==> config.mk <==
export PLATFORM = sky130hd
export DESIGN_NAME = map_addr_latch
export DESIGN_NICKNAME = d
export VERILOG_FILES = /design/src/rtl/map_addr_latch.sv
export SDC_FILE = /design/constraint.sdc
export NUM_CORES = 1
export LEC_CHECK = 0
export CAP_MARGIN = 20
export CORE_AREA = 10 10 61 63
export CTS_CLUSTER_DIAMETER = 100
export DETAILED_ROUTE_END_ITERATION = 10
export DIE_AREA = 0 0 71 73
export PLACE_DENSITY_LB_ADDON = 0.2
export SLEW_MARGIN = 20
export SYNTH_ARGS = -nofsm -noshare
export SYNTH_HDL_FRONTEND = slang
export SYNTH_SLANG_ARGS = --single-unit
==> constraint.sdc <==
create_clock -name m2 -period 3.3 [get_ports m2]
set_input_delay 0.33 -clock m2 [delete_from_list [all_inputs] [get_ports m2]]
set_output_delay 0.33 -clock m2 [all_outputs]
set_load 0.05 [all_outputs]
==> src/rtl/map_addr_latch.sv <==
// map_addr_latch: address-latched PRG/CHR bank mapper with lockable outer bank and save-state access
module map_addr_latch #(
    parameter int         PRG_W        = 2,
    parameter int         CHR_W        = 3,
    parameter logic [7:0] PRG_BASE     = 8'h65,
    parameter logic [7:0] CHR_BASE     = 8'hA5,
    parameter int         WIN_SZ       = 64,
    parameter int         OUTER_W      = 2,
    parameter bit         RMW_FILTER   = 1'b1,
    parameter bit         BUS_CONFLICT = 1'b0,
    parameter logic [7:0] MAP_IDX      = 8'd244
) (
    input  logic                                     m2,
    input  logic                                     map_rst,
    input  logic                                     cpu_ce,
    input  logic                                     cpu_rw,
    input  logic [14:0]                              cpu_addr,
    input  logic [7:0]                               cpu_dat,
    input  logic [7:0]                               prg_rom_dat,
    input  logic                                     ss_act,
    input  logic                                     ss_we,
    input  logic [7:0]                               ss_addr,
    input  logic [7:0]                               ss_wdat,
    output logic [7:0]                               ss_rdat,
    output logic [PRG_W-1:0]                         prg_bank,
    output logic [CHR_W-1:0]                         chr_bank,
    output logic [(OUTER_W > 0 ? OUTER_W : 1)-1:0]   outer_bank,
    output logic                                     locked,
    output logic                                     wr_ack
);
    localparam int OW = OUTER_W > 0 ? OUTER_W : 1;

    logic       prev_wr, wr, acc, page0, prg_hit, chr_hit, out_hit, ss_wr;
    logic [7:0] lo, d;

    // Write decode: filtered strobe, window hits and the outer data value
    always_comb begin
        wr      = !cpu_ce && !cpu_rw;
        acc     = wr && !(RMW_FILTER && prev_wr) && !ss_act;
        lo      = cpu_addr[7:0];
        page0   = cpu_addr[14:8] == 7'd0;
        prg_hit = acc && page0 && int'(lo) >= int'(PRG_BASE) && int'(lo) < int'(PRG_BASE) + WIN_SZ;
        chr_hit = acc && page0 && int'(lo) >= int'(CHR_BASE) && int'(lo) < int'(CHR_BASE) + WIN_SZ;
        out_hit = acc && cpu_addr[14] && !locked && OUTER_W > 0;
        d       = cpu_dat & (BUS_CONFLICT ? prg_rom_dat : 8'hFF);
        ss_wr   = ss_act && ss_we;
    end

    // Bank, lock and handshake state; save-state writes override the CPU path
    always_ff @(negedge m2 or posedge map_rst) begin
        if (map_rst) begin
            prg_bank   <= '0;
            chr_bank   <= '0;
            outer_bank <= '0;
            locked     <= 1'b0;
            prev_wr    <= 1'b0;
            wr_ack     <= 1'b0;
        end else begin
            prev_wr <= wr && !ss_act;
            wr_ack  <= prg_hit || chr_hit || out_hit;
            if (ss_wr) begin
                if (ss_addr == 8'd0) prg_bank <= PRG_W'(ss_wdat);
                if (ss_addr == 8'd1) chr_bank <= CHR_W'(ss_wdat);
                if (ss_addr == 8'd2 && OUTER_W > 0) outer_bank <= OW'(ss_wdat);
                if (ss_addr == 8'd3) locked <= ss_wdat[0];
            end else begin
                if (prg_hit) prg_bank <= PRG_W'(lo - PRG_BASE);
                if (chr_hit) chr_bank <= CHR_W'(lo - CHR_BASE);
                if (out_hit) begin
                    outer_bank <= OW'(d);
                    locked     <= d[7];
                end
            end
        end
    end

    // Save-state read mux, zero-extended register views
    always_comb begin
        ss_rdat = ss_addr == 8'd0   ? 8'(prg_bank)   :
                  ss_addr == 8'd1   ? 8'(chr_bank)   :
                  ss_addr == 8'd2   ? 8'(outer_bank) :
                  ss_addr == 8'd3   ? {7'b0, locked} :
                  ss_addr == 8'd127 ? MAP_IDX        : 8'hFF;
    end
endmodule

==> results of run 1 <==
-- cells by family after synthesis --
kind of cell / after synthesis / synth area share
fa+ha+maj: 2 / 0.02980
simple gates: 34 / 0.2608
xor+xnor: 1 / 0.01043
flops: 10 / 0.2981
buf+inv: 12 / 0.06706
compound gates: 28 / 0.2399
mux: 6 / 0.09388
-- final cells by class --
type	count	area, sq um
fillers	217	844.6
repair buffers	76	772.0
multi-input cells	71	633.1
flip-flops and latches	10	250.2
inverters	6	40.04
well taps	31	38.79
clock buffers	4	36.28
-- final timing paths --
kind                              from          end
max                             cpu_rw  chr_bank[0]
min                        chr_bank[2]  chr_bank[2]
max reg2reg                    prev_wr  chr_bank[0]
min reg2reg                chr_bank[2]  chr_bank[2]
max in group asynchronous      map_rst  chr_bank[1]
min in group asynchronous      map_rst  chr_bank[2]
-- cells in the final DEF, fill, tap and decap left out, types with 4 or more instances in the layout --
master	netlist	layout
nand2_1	9	8
dfrtn_1	10	10
clkdlybuf4s15_1	0	4
dlygate4sd2_1	0	9
buf_4	3	26
a21oi_1	9	6
buf_6	0	4
nor2_1	8	7
buf_2	0	4
buf_12	0	10
clkdlybuf4s50_1	0	16
inv_1	6	4
-- registers in the layout, indices dropped and copies added, names as in the netlist --
register,count
chr_bank,3
locked,1
outer_bank,2
prev_wr,1
prg_bank,2
wr_ack,1
-- repair_timing --
| item | CTS | global route |
|---|---|---|
| pin swaps | 9 | 0 |
| buffers inserted | 2 | 0 |
| gates resized for setup | 71 | 7 |
| setup endpoints to repair | 10 | 8 |
| cloned | 0 | 0 |
-- per-stage QoR --
step	area, sq um	hold slack (ns)	cells	util	total power [mW]
final	1770	0.5720	198	0.6770	0.5533
after global routing	1770	0.5936	198	0.6770	0.5830
after CTS	1747	0.5752	198	0.6679	0.5520
after detailed placement	1680	0.5754	192	0.6426	0.4424
after global placement	1680	0.5684	192	0.6426	0.4395
after floorplan	900.9	0.7101	93	-	0.2698
-- routing by layer --
| metal | global-route usage | part of all wire | vias to the layer above |
|---|---|---|---|
| met1 | 0.1219 | 0.39 | 478 |
| met5 | 0 | 0 | - |
| li1 | - | - | 492 |
| met4 | 0.03226 | 0.0087 | 0 |
| met3 | 0.02721 | 0.055 | 2 |
| met2 | 0.2374 | 0.55 | 44 |
-- power groups by stage --
| stage | registers (mW) | clock network [mW] | logic (mW) |
|---|---|---|---|
| final | 0.150 | 0.115 | 0.288 |
| after global routing | 0.152 | 0.124 | 0.306 |
| after CTS | 0.150 | 0.113 | 0.289 |
| after detailed placement | 0.152 | 0 | 0.291 |
| after global placement | 0.151 | 0 | 0.288 |
| after floorplan | 0.208 | 0 | 0.0619 |
==> run metrics, run 1 <==
status finished with violations; failing checks negative setup slack; combinational fraction of design power 0.521; Final Setup Violations 4; htree depth 1; Critical Path RT 1.77 ns; RSZ-0062 raised after global routing true; share of Yosys cell area claimed by the top area cell type 0.2981; Post-synth EDFFs 0; final number of hold-violating endpoints 0; CTS Hold Buffers Added 0; Area growth syn-to-layout 110.9%; P per Cell Area 312.5 nW/um^2; CTS tree yes; DRT iter0 DRCs 36; top-count cell post-synth dfrtn_1; post-synth net total 148; sequential area share after synthesis 0.2981; leakage 0.8127 nW; ant diodes 0; worst slew pin tran 0.5107 ns; Post-synth top flop dfrtn_1; r2r setup slk 1.34 ns; clock share of power 0.208; NumNets Final 223; global-route wire length before repair 5271 um; RD Place Congestion 0.9056; Total GRT Usage 0.1201; Worst path top cell family by delay simple AND/OR/NAND/NOR gates; die width 71 um; Min-Delay Path Depth 1; clock transition at the registers of the reported paths 0.06 ns; critical path's largest stage delay 0.57 ns; initial antenna violation count 0; CTS Buffer Depth 2; Worst slew margin 0.6585; worst hold path class flip-flop to flip-flop; Sink Count 10; via count 1016; Mapped Area 839.6 sq um; largest net degree at the start of global routing 11; peak supply drop 0.1985 mV; post-route setup TNS -0.2287 ns; max-cap viol count 0; Residual DRC 0; total grt overflow 0; worst-path cell chain buf_8 > nor4_4 > nand3_2 > or4_4 > o41ai_4 > mux2_4; placed wire-length estimate 2656 um; Sw Pwr 0.1957 mW; post-synth top area cell dfrtn_1; Ys Warns 0; share of layout cells above drive strength 1 0.4850; Cell variety after synth 40; pre-CTS WS -0.9377 ns; Cell Rows 19; Buffers on Ports 51; Post-synth top cells 10 x dfrtn_1, 9 x a21oi_1, 9 x nand2_1; chip height 73 um; Core ar. 2615 sq um; crit end category flip-flop; ys async rst share 1.000; vias in the first global route 1140; WP data arrival 1.83 ns; final max-slew violation count 0; P_int 0.3575 mW; worst-skew pair later-pin latency 0.27 ns; Post-Syn Area per Cell 9.027 sq um; WS Path Type input port to flip-flop; routed wire length 3212 um; CTS Buf Count 3; Initial Util 0.3211; root buf cell clkbuf_4; Synth area leaders dfrtn_1 30%, a21oi_1 5.4%, mux2_4 5.4%; Crit path depth 6; Worst path slowest cell or4_4; vias per cell 5.131; Worst Skew 0.004334 ns; full die area 5183 sq um; synthesized instance count 93; num ports 70; Buf/Inv on CP 1; sequential share of power 0.270; CP startpoint kind input port; DR pass1 iterations 4; Antenna Nets Post-Route 0; Yosys reg bits 10; worst setup slack after layout -0.06479 ns; Max Fanout on Critical Path 3; R2R depth 5; Switching Share 0.3538; drt wl/cell 16.22 um
No activity file was read; power rests on OpenSTA's default activity.
==> run 2: changes to the inputs <==
==> constraint.sdc (replaced) <==
create_clock -name m2 -period 3.3 [get_ports m2]
set_input_delay 0.33 -clock m2 [delete_from_list [all_inputs] [get_ports m2]]
set_output_delay 0.33 -clock m2 [all_outputs]
set_load 0.01 [all_outputs]
==> run 2 against run 1 <==
Sequential share of layout area grew 0.39 points. Clock power is 6% higher. Highest routed layer unchanged. Non-clock buffer count increased by 7. Register-to-register slack about the same. Critical path depth rose by 2. Clock skew shrank 0.0018 ns. Core utilization fell by 1.8 points. Count of clock-buffer cells in the layout stayed put. The flow still finishes with violations (negative setup slack). Via count rose by 3.8%. Global-route usage rose by 0.28 points. Total power is 16% lower. Hold slack got worse by 0.073 ns.
==> run metrics, run 2 (synthesis results as in run 1) <==
final max-slew violation count 0; Critical Path RT 1.79 ns; vias in the first global route 1100; Worst path top cell family by delay simple AND/OR/NAND/NOR gates; die width 71 um; worst hold path class flip-flop to flip-flop; initial antenna violation count 0; Post-Place Cells 192; commonest non-fill, non-tap cell in the layout buf_4; num ports 70; worst-path cell chain buf_8 > inv_12 > ha_4 > nand2b_4 > and3_4 > or4_4 > o41ai_4 > mux2_4; leakage 0.8208 nW; Cell Rows 19; worst slew pin tran 0.4306 ns; CTS Hold Buffers Added 0; total grt overflow 0; number of flip-flops in the largest register 3; Core ar. 2615 sq um; chip height 73 um; final cell count without fillers 205; WS Path Type input port to flip-flop; DRT iter0 DRCs 37; worst-skew pair later-pin latency 0.29 ns; peak supply drop 0.1766 mV; ant diodes 0; placed wire-length estimate 2667 um; Most flops, register chr_bank; Worst path slowest cell or4_4; CP startpoint kind input port; P per Cell Area 268.7 nW/um^2; final number of hold-violating endpoints 0; Sink Count 10; Final Setup Violations 3; Largest regs chr_bank (3), outer_bank (2), prg_bank (2); CTS tree yes; Max Fanout on Critical Path 3; failing checks negative setup slack; Area growth syn-to-layout 105.2%; clock transition at the registers of the reported paths 0.05 ns; Residual DRC 0; full die area 5183 sq um; Overall Power 0.4629 mW; Worst slew margin 0.7126; routed wire length 3380 um; CTS Buf Count 3; Buffers on Ports 51; RD Place Congestion 0.9237; NumNets Final 230; via count 1055; most frequent cells in the layout 31 x buf_4, 17 x clkdlybuf4s50_1, 13 x dlygate4sd2_1, 10 x dfrtn_1, 8 x nand2_1; largest net degree at the start of global routing 11; Buf/Inv on CP 2; Worst Skew 0.002494 ns; CTS Buffer Depth 2; htree depth 1; root buf cell clkbuf_4; crit end category flip-flop; critical path's largest stage delay 0.55 ns; WP data arrival 1.88 ns; global-route wire length before repair 5319 um; vias per cell 5.146; max-cap viol count 0; Hold Worst Slack 0.4987 ns; status finished with violations; Initial Util 0.3211; Antenna Nets Post-Route 0; Total GRT Usage 0.1229; DR pass1 iterations 4; RSZ-0062 raised after global routing true; worst setup slack after layout -0.09201 ns; share of layout cells above drive strength 1 0.4655; drt wl/cell 16.49 um
==> run 2: cell types whose count changed in the layout (fill, tap and decap cells not counted), sizes merged <==
cell / before / now
dlygate4sd2: 9 / 13
clkbuf: 5 / 8
buf: 45 / 42
dlymetal6s2s: 1 / 3
clkdlybuf4s50: 16 / 17
==> run 2: through the flow <==
stage / instance area [sq um] / utilization / setup slack, ns / setup TNS (ns)
after floorplan: 882.1 / - / -0.2563 / -0.7802
after CTS: 1605 / 0.6139 / -0.09115 / -0.3832
final: 1723 / 0.6589 / -0.09201 / -0.2694
after global routing: 1723 / 0.6589 / -0.1277 / -0.4315
after global placement: 1570 / 0.6005 / -0.9190 / -5.433
after detailed placement: 1570 / 0.6005 / -0.9572 / -5.829
==> run 2: routing by layer <==
layer / routed length, um / vias up / global-route usage
li1: - / 508 / -
met1: 1347 / 501 / 0.1351
met2: 1780 / 39 / 0.2295
met3: 172 / 7 / 0.02041
met4: 80 / 0 / 0.04516
met5: 0 / - / 0
==> run 2: path summary, 6_finish.rpt <==
| kind | from | to | slack (ns) | depth (start not counted) |
|---|---|---|---|---|
| max in group asynchronous | map_rst | chr_bank[2] | 1.10 | 2 |
| min in group asynchronous | map_rst | prev_wr | 1.87 | 2 |
| worst min register to register | chr_bank[2] | chr_bank[2] | 0.50 | 1 |
| worst max register to register | prev_wr | chr_bank[0] | 1.35 | 5 |
| worst min-delay path | chr_bank[2] | chr_bank[2] | 0.50 | 1 |
| worst max-delay path | cpu_addr[1] | chr_bank[0] | -0.09 | 8 |
==> run 2: timing repair <==
action	in CTS	in global routing
gates resized for setup	77	32
setup buffers	4	6
endpoints found under the setup margin	17	9
pin swaps	9	11
==> run 2: where the power goes <==
part           switching [mW]  internal [mW]  leakage [nW]
combinational          0.0818          0.111         0.670
clock                  0.0543         0.0674        0.0210
sequential            0.00861          0.140         0.129
total                   0.145          0.318         0.821
==> run 2: layout make-up <==
class	instances	area, sq um
clock buffer	4	36.28
fill	221	892.1
inverter	6	40.04
multi-input combinational	71	643.1
sequential	10	250.2
tap	31	38.79
timing repair buffer	83	714.4
